==> src/rtl/uart_pkg.sv <==
// rtl/uart_pkg.sv - shared UART types and baud-table constants
package uart_pkg;

  typedef enum logic [2:0] {IDLE, START, DATA, STOP, BREAK} rx_state_t;

  localparam int OVERSAMPLE_DEFAULT = 16;
  localparam int CLK_HZ_DEFAULT     = 50_000_000;

  // Rounded clk divider producing one tick per 1/oversample of a bit.
  function automatic int baud_div(input int clk_hz, input int baud, input int oversample);
    return (clk_hz + (baud * oversample) / 2) / (baud * oversample);
  endfunction

  localparam int DIV_9600   = baud_div(CLK_HZ_DEFAULT, 9600,   OVERSAMPLE_DEFAULT);
  localparam int DIV_57600  = baud_div(CLK_HZ_DEFAULT, 57600,  OVERSAMPLE_DEFAULT);
  localparam int DIV_115200 = baud_div(CLK_HZ_DEFAULT, 115200, OVERSAMPLE_DEFAULT);

endpackage

==> src/rtl/sync_2ff.sv <==
// rtl/sync_2ff.sv - 1-bit two-flop synchronizer for asynchronous inputs
module sync_2ff #(
  parameter logic RESET_VAL = 1'b1
) (
  input  logic clk,
  input  logic arst_n,
  input  logic d,
  output logic q
);

  logic meta;

  always_ff @(posedge clk or negedge arst_n) begin
    if (!arst_n) begin
      meta <= RESET_VAL;
      q    <= RESET_VAL;
    end else begin
      meta <= d;
      q    <= meta;
    end
  end

endmodule

==> src/rtl/uart_rx.sv <==
// rtl/uart_rx.sv - oversampling UART receiver with mid-bit sampling and framing check
module uart_rx
  import uart_pkg::*;
#(
  parameter int DATA_BITS  = 8,
  parameter int OVERSAMPLE = OVERSAMPLE_DEFAULT
) (
  input  logic                 clk,
  input  logic                 arst_n,
  input  logic                 tick,
  input  logic                 rx,
  output logic [DATA_BITS-1:0] data,
  output logic                 valid,
  output logic                 frame_err,
  output logic                 busy
);

  localparam int CW = $clog2(OVERSAMPLE);
  localparam int BW = $clog2(DATA_BITS);
  localparam logic [CW-1:0] OS_LAST  = CW'(OVERSAMPLE - 1);
  localparam logic [CW-1:0] OS_MID   = CW'(OVERSAMPLE / 2 - 1);
  localparam logic [BW-1:0] BIT_LAST = BW'(DATA_BITS - 1);

  logic                 rx_s;
  rx_state_t            state, state_n;
  logic [CW-1:0]        os_cnt, os_n;
  logic [BW-1:0]        bit_idx, bit_n;
  logic [DATA_BITS-1:0] shreg, sh_n;
  logic [DATA_BITS-1:0] data_n;
  logic                 valid_n, ferr_n;

  sync_2ff #(.RESET_VAL(1'b1)) u_sync (
    .clk    (clk),
    .arst_n (arst_n),
    .d      (rx),
    .q      (rx_s)
  );

  always_ff @(posedge clk or negedge arst_n) begin
    if (!arst_n) begin
      state   <= IDLE;
      os_cnt  <= '0;
      bit_idx <= '0;
      shreg   <= '0;
    end else begin
      state   <= state_n;
      os_cnt  <= os_n;
      bit_idx <= bit_n;
      shreg   <= sh_n;
    end
  end

  always_comb begin
    state_n = state;
    os_n    = os_cnt;
    bit_n   = bit_idx;
    sh_n    = shreg;
    if (tick) begin
      unique case (state)
        IDLE: begin
          if (!rx_s) begin
            os_n    = '0;
            state_n = START;
          end
        end
        START: begin
          if (os_cnt == OS_MID) begin
            os_n    = '0;
            bit_n   = '0;
            state_n = rx_s ? IDLE : DATA;
          end else begin
            os_n = os_cnt + 1'b1;
          end
        end
        DATA: begin
          if (os_cnt == OS_LAST) begin
            os_n  = '0;
            sh_n  = {rx_s, shreg[DATA_BITS-1:1]};
            bit_n = bit_idx + 1'b1;
            if (bit_idx == BIT_LAST) state_n = STOP;
          end else begin
            os_n = os_cnt + 1'b1;
          end
        end
        STOP: begin
          if (os_cnt == OS_LAST) begin
            os_n    = '0;
            state_n = rx_s ? IDLE : BREAK;
          end else begin
            os_n = os_cnt + 1'b1;
          end
        end
        BREAK: begin
          // Hold off re-arming until the line returns high.
          if (rx_s) state_n = IDLE;
        end
        default: state_n = IDLE;
      endcase
    end
  end

  always_comb begin
    valid_n = tick && (state == STOP) && (os_cnt == OS_LAST);
    ferr_n  = valid_n && !rx_s;
    data_n  = valid_n ? shreg : data;
    busy    = (state != IDLE);
  end

  always_ff @(posedge clk or negedge arst_n) begin
    if (!arst_n) begin
      data      <= '0;
      valid     <= 1'b0;
      frame_err <= 1'b0;
    end else begin
      data      <= data_n;
      valid     <= valid_n;
      frame_err <= ferr_n;
    end
  end

endmodule

==> config.mk <==
export PLATFORM = sky130hd
export DESIGN_NAME = uart_rx
export DESIGN_NICKNAME = d
export VERILOG_FILES = /design/src/rtl/uart_pkg.sv /design/src/rtl/sync_2ff.sv /design/src/rtl/uart_rx.sv
export SDC_FILE = /design/constraint.sdc
export NUM_CORES = 1
export LEC_CHECK = 0
export ABC_AREA = 1
export BUFFER_PORTS_ARGS = -buffer_cell sky130_fd_sc_hd__buf_2
export CAP_MARGIN = 20
export CORE_ASPECT_RATIO = 1.4
export CORE_UTILIZATION = 60
export CTS_BUF_LIST = sky130_fd_sc_hd__clkbuf_4
export DETAILED_ROUTE_END_ITERATION = 7
export PLACE_DENSITY = 0.81
export SETUP_SLACK_MARGIN = 0.3
export SLEW_MARGIN = 20
export SYNTH_ARGS = -nofsm -noshare
export SYNTH_HDL_FRONTEND = slang
export SYNTH_HIERARCHICAL = 1
export SYNTH_SLANG_ARGS = --single-unit
==> constraint.sdc <==
create_clock -name clk -period 1.8 [get_ports clk]
set_clock_uncertainty 0.2 [all_clocks]
set_input_delay 0.36 -clock clk [delete_from_list [all_inputs] [get_ports clk]]
set_output_delay 0.36 -clock clk [all_outputs]
set_load 0.005 [all_outputs]
==> out/qor.yml <==
global_route:
  grt_max_degree: 31
  antenna_found_initial: 0
  gr-total-overflow: 0
  grt_pass1_wl_um: 4530
  track_usage_pct: 24.5
  grt_pass1_vias: 1036
finish:
  area_growth_pct: 31.7
  drive_above_1_share_pct: 53.0
  seqCellArea_um2: 757
  nNetsFinal: 204
  multiInputGateArea_um2: 827
  fillCellCount: 105
  insertedDiodeCount: 0
route:
  dr.pass1.iters: 6
  drt-wirelength-per-cell_um: 16.2
  routed-via-count: 1262
  via_per_inst: 5.74
  drtIter0Drc: 36
  wl_um: 3560
  final_antenna_net_count: 0
  drc: 3
floorplan:
  die_width_um: 43.8
  coreArea_um2: 2250
  rows: 20
  die_h_um: 60.5
  die_area_um2: 2650
  start_util_pct: 65.1
  ios: 15
placed_design:
  dp_worst_setup_slack_ns: 0.188
  hpwlAfterDp_um: 1790
  gp_congestion: 0.868
  port_buffers: 14
synth:
  yosysMostFrequentCell: "nand2_1"
  ys_types: 24
  synth_flop_cell: "dfrtp_1"
  synthCells: 162
  avgSynthCellArea_um2: 9.05
  ys_warn_count: 6
  synth.net_count: 169
  synth_commonest_cells: "45 x nand2_1, 28 x dfrtp_1, 18 x inv_1, 14 x o21ai_2"
  ys_seq_area_share_pct: 51.4
  ys_ff_latch: 30
  yosys.area.top_type: "dfrtp_1"
  syn-cell-area_um2: 1470
  async_flop_share_pct: 100
  synthTopCellsByArea: "dfrtp_1 48%, nand2_1 12%, o21ai_2 8.4%, inv_1 4.6%, nand3_1 4.4%"
  synth_edf_count: 0
  synth_top_area_share_pct: 47.8
clock_network:
  cts.clk_slew.worst_paths_ns: 0.09
  insertion_delay_ns: 0.33
  clkSinkCount: 30
  cts_buffers: 5
  htreeDepth: 2
  cts_tree: "yes"
  clock_path_buffers: 2
  cts_root_buffer: "clkbuf_4"
worst_setup_path:
  endpoint_kind: "primary output"
  worst_ep_arrival_time_ns: 1.16
  path_class: "flop to primary output"
  r2r_setup_slack_ns: 0.13
  start_kind: "flop"
  worst-path-max-fanout: 6
  cp.required_ns: 1.24
sta:
  setup_violations: 0
  finalCritPeriodShare_pct: 95.3
  timing.final.ws_setup_ns: 0.0845
  finalSetupTns_ns: 0
  rsz0062_at_grt: "true"
  slew_headroom_pct: 57.6
  finalCriticalPeriod_ns: 1.72
  worst_pin_slew_ns: 0.637
  finalHoldViolations: 0
  drv_slew: 0
  fmax_ghz: 0.583
status:
  violations: "design-rule violations"
  status: "finished, violations left"
pwr:
  powerDensity_nw_per_um2: 766
  ir_drop_mv: 0.747
  p_leak_nw: 0.925
job:
  drv_cap: 0
hold_path:
  hold_class: "flop to flop"
==> metrics by stage <==
stage	hold WS (ns)	utilization (%)	area [µm²]	total power, mW	std cells
detailed placement	0.147	68.6	1540	0.972	196
global route	0.164	85.8	1930	1.55	220
finish	0.158	85.8	1930	1.48	220
floorplan	-0.136	-	1470	0.921	162
global placement	0.147	68.6	1540	0.959	196
CTS	0.159	75.1	1690	1.41	210
==> path summary, 6_finish.rpt <==
kind	end	start	cells past startpoint
max	busy	state[2]	3
min in group asynchronous	bit_idx[0]	arst_n	2
min reg2reg	u_sync/q	u_sync/meta	0
min	u_sync/q	u_sync/meta	0
max in group asynchronous	state[1]	arst_n	2
max reg2reg	state[0]	state[2]	8
==> worst max-delay path: stages, from the launching register on <==
cell and delay [ns]:
dfrtp_2 0.48, inv_4 0.12, nand2_1 0.09, buf_2 0.13
==> flip-flops by register name, summed over array words and instances, names as in the netlist <==
| register | flops |
|---|---|
| shreg | 8 |
| bit_idx | 3 |
| state | 3 |
| data | 8 |
| valid | 1 |
| os_cnt | 4 |
| u_sync/q | 1 |
| u_sync/meta | 1 |
| frame_err | 1 |
==> power breakdown <==
group / internal (mW) / switching (mW)
logic: 0.139 / 0.155
clock network: 0.161 / 0.230
registers: 0.731 / 0.0624
==> metal layers <==
| metal | up-vias | wire (µm) | global-route usage (%) | part of all wire (%) |
|---|---|---|---|---|
| li1 | 592 | - | - | - |
| met1 | 606 | 1340 | 25.7 | 38 |
| met3 | 13 | 208 | 8.93 | 5.8 |
| met2 | 51 | 1890 | 43.7 | 53 |
| met5 | - | 0 | 0 | 0 |
| met4 | 0 | 119 | 10.7 | 3.3 |
==> placed cells by master (no fill, tap or decap), types with 2 or more instances in the layout <==
cell / count
buf_2: 14
buf_4: 11
clkbuf_4: 6
dfrtp_1: 25
dfrtp_2: 3
dfstp_2: 2
dlygate4sd3_1: 2
inv_1: 15
inv_2: 2
inv_4: 3
nand2_1: 27
nand2_2: 16
nand2_4: 5
nand2_8: 3
nand3_1: 7
nand3_2: 5
nand3_4: 2
nor2_1: 5
nor2_2: 5
nor2_4: 6
o21ai_1: 6
o21ai_2: 14
==> kinds of logic (layout without fill, tap and decap cells) <==
kind of cell	Yosys count	after routing	share of synthesized area (%)
simple gates	83	85	27.1
compound gates	23	23	11.7
xor+xnor	1	1	0.597
flops	30	30	51.4
buf+inv	22	56	6.66
fa+ha+maj	3	3	2.56
==> area by class of cell <==
type / count / share of cell area, %
multi-input combinational: 112 / 42.8
sequential: 30 / 39.2
timing repair buffer: 28 / 9.52
inverter: 20 / 4.27
clock buffer: 6 / 2.33
tap: 22 / 1.42
clock inverter: 2 / 0.453
==> timing repair <==
| item | in CTS | in global routing |
|---|---|---|
| resized for setup | 10 | 50 |
| buffers inserted | 4 | 8 |
| hold buffers | 2 | 0 |
| pin swaps | 5 | 8 |
| cloned | 0 | 2 |
| setup endpoints to repair | 23 | 27 |
| hold endpoints to repair | 29 | 0 |
(Power assumes the default switching activity.)
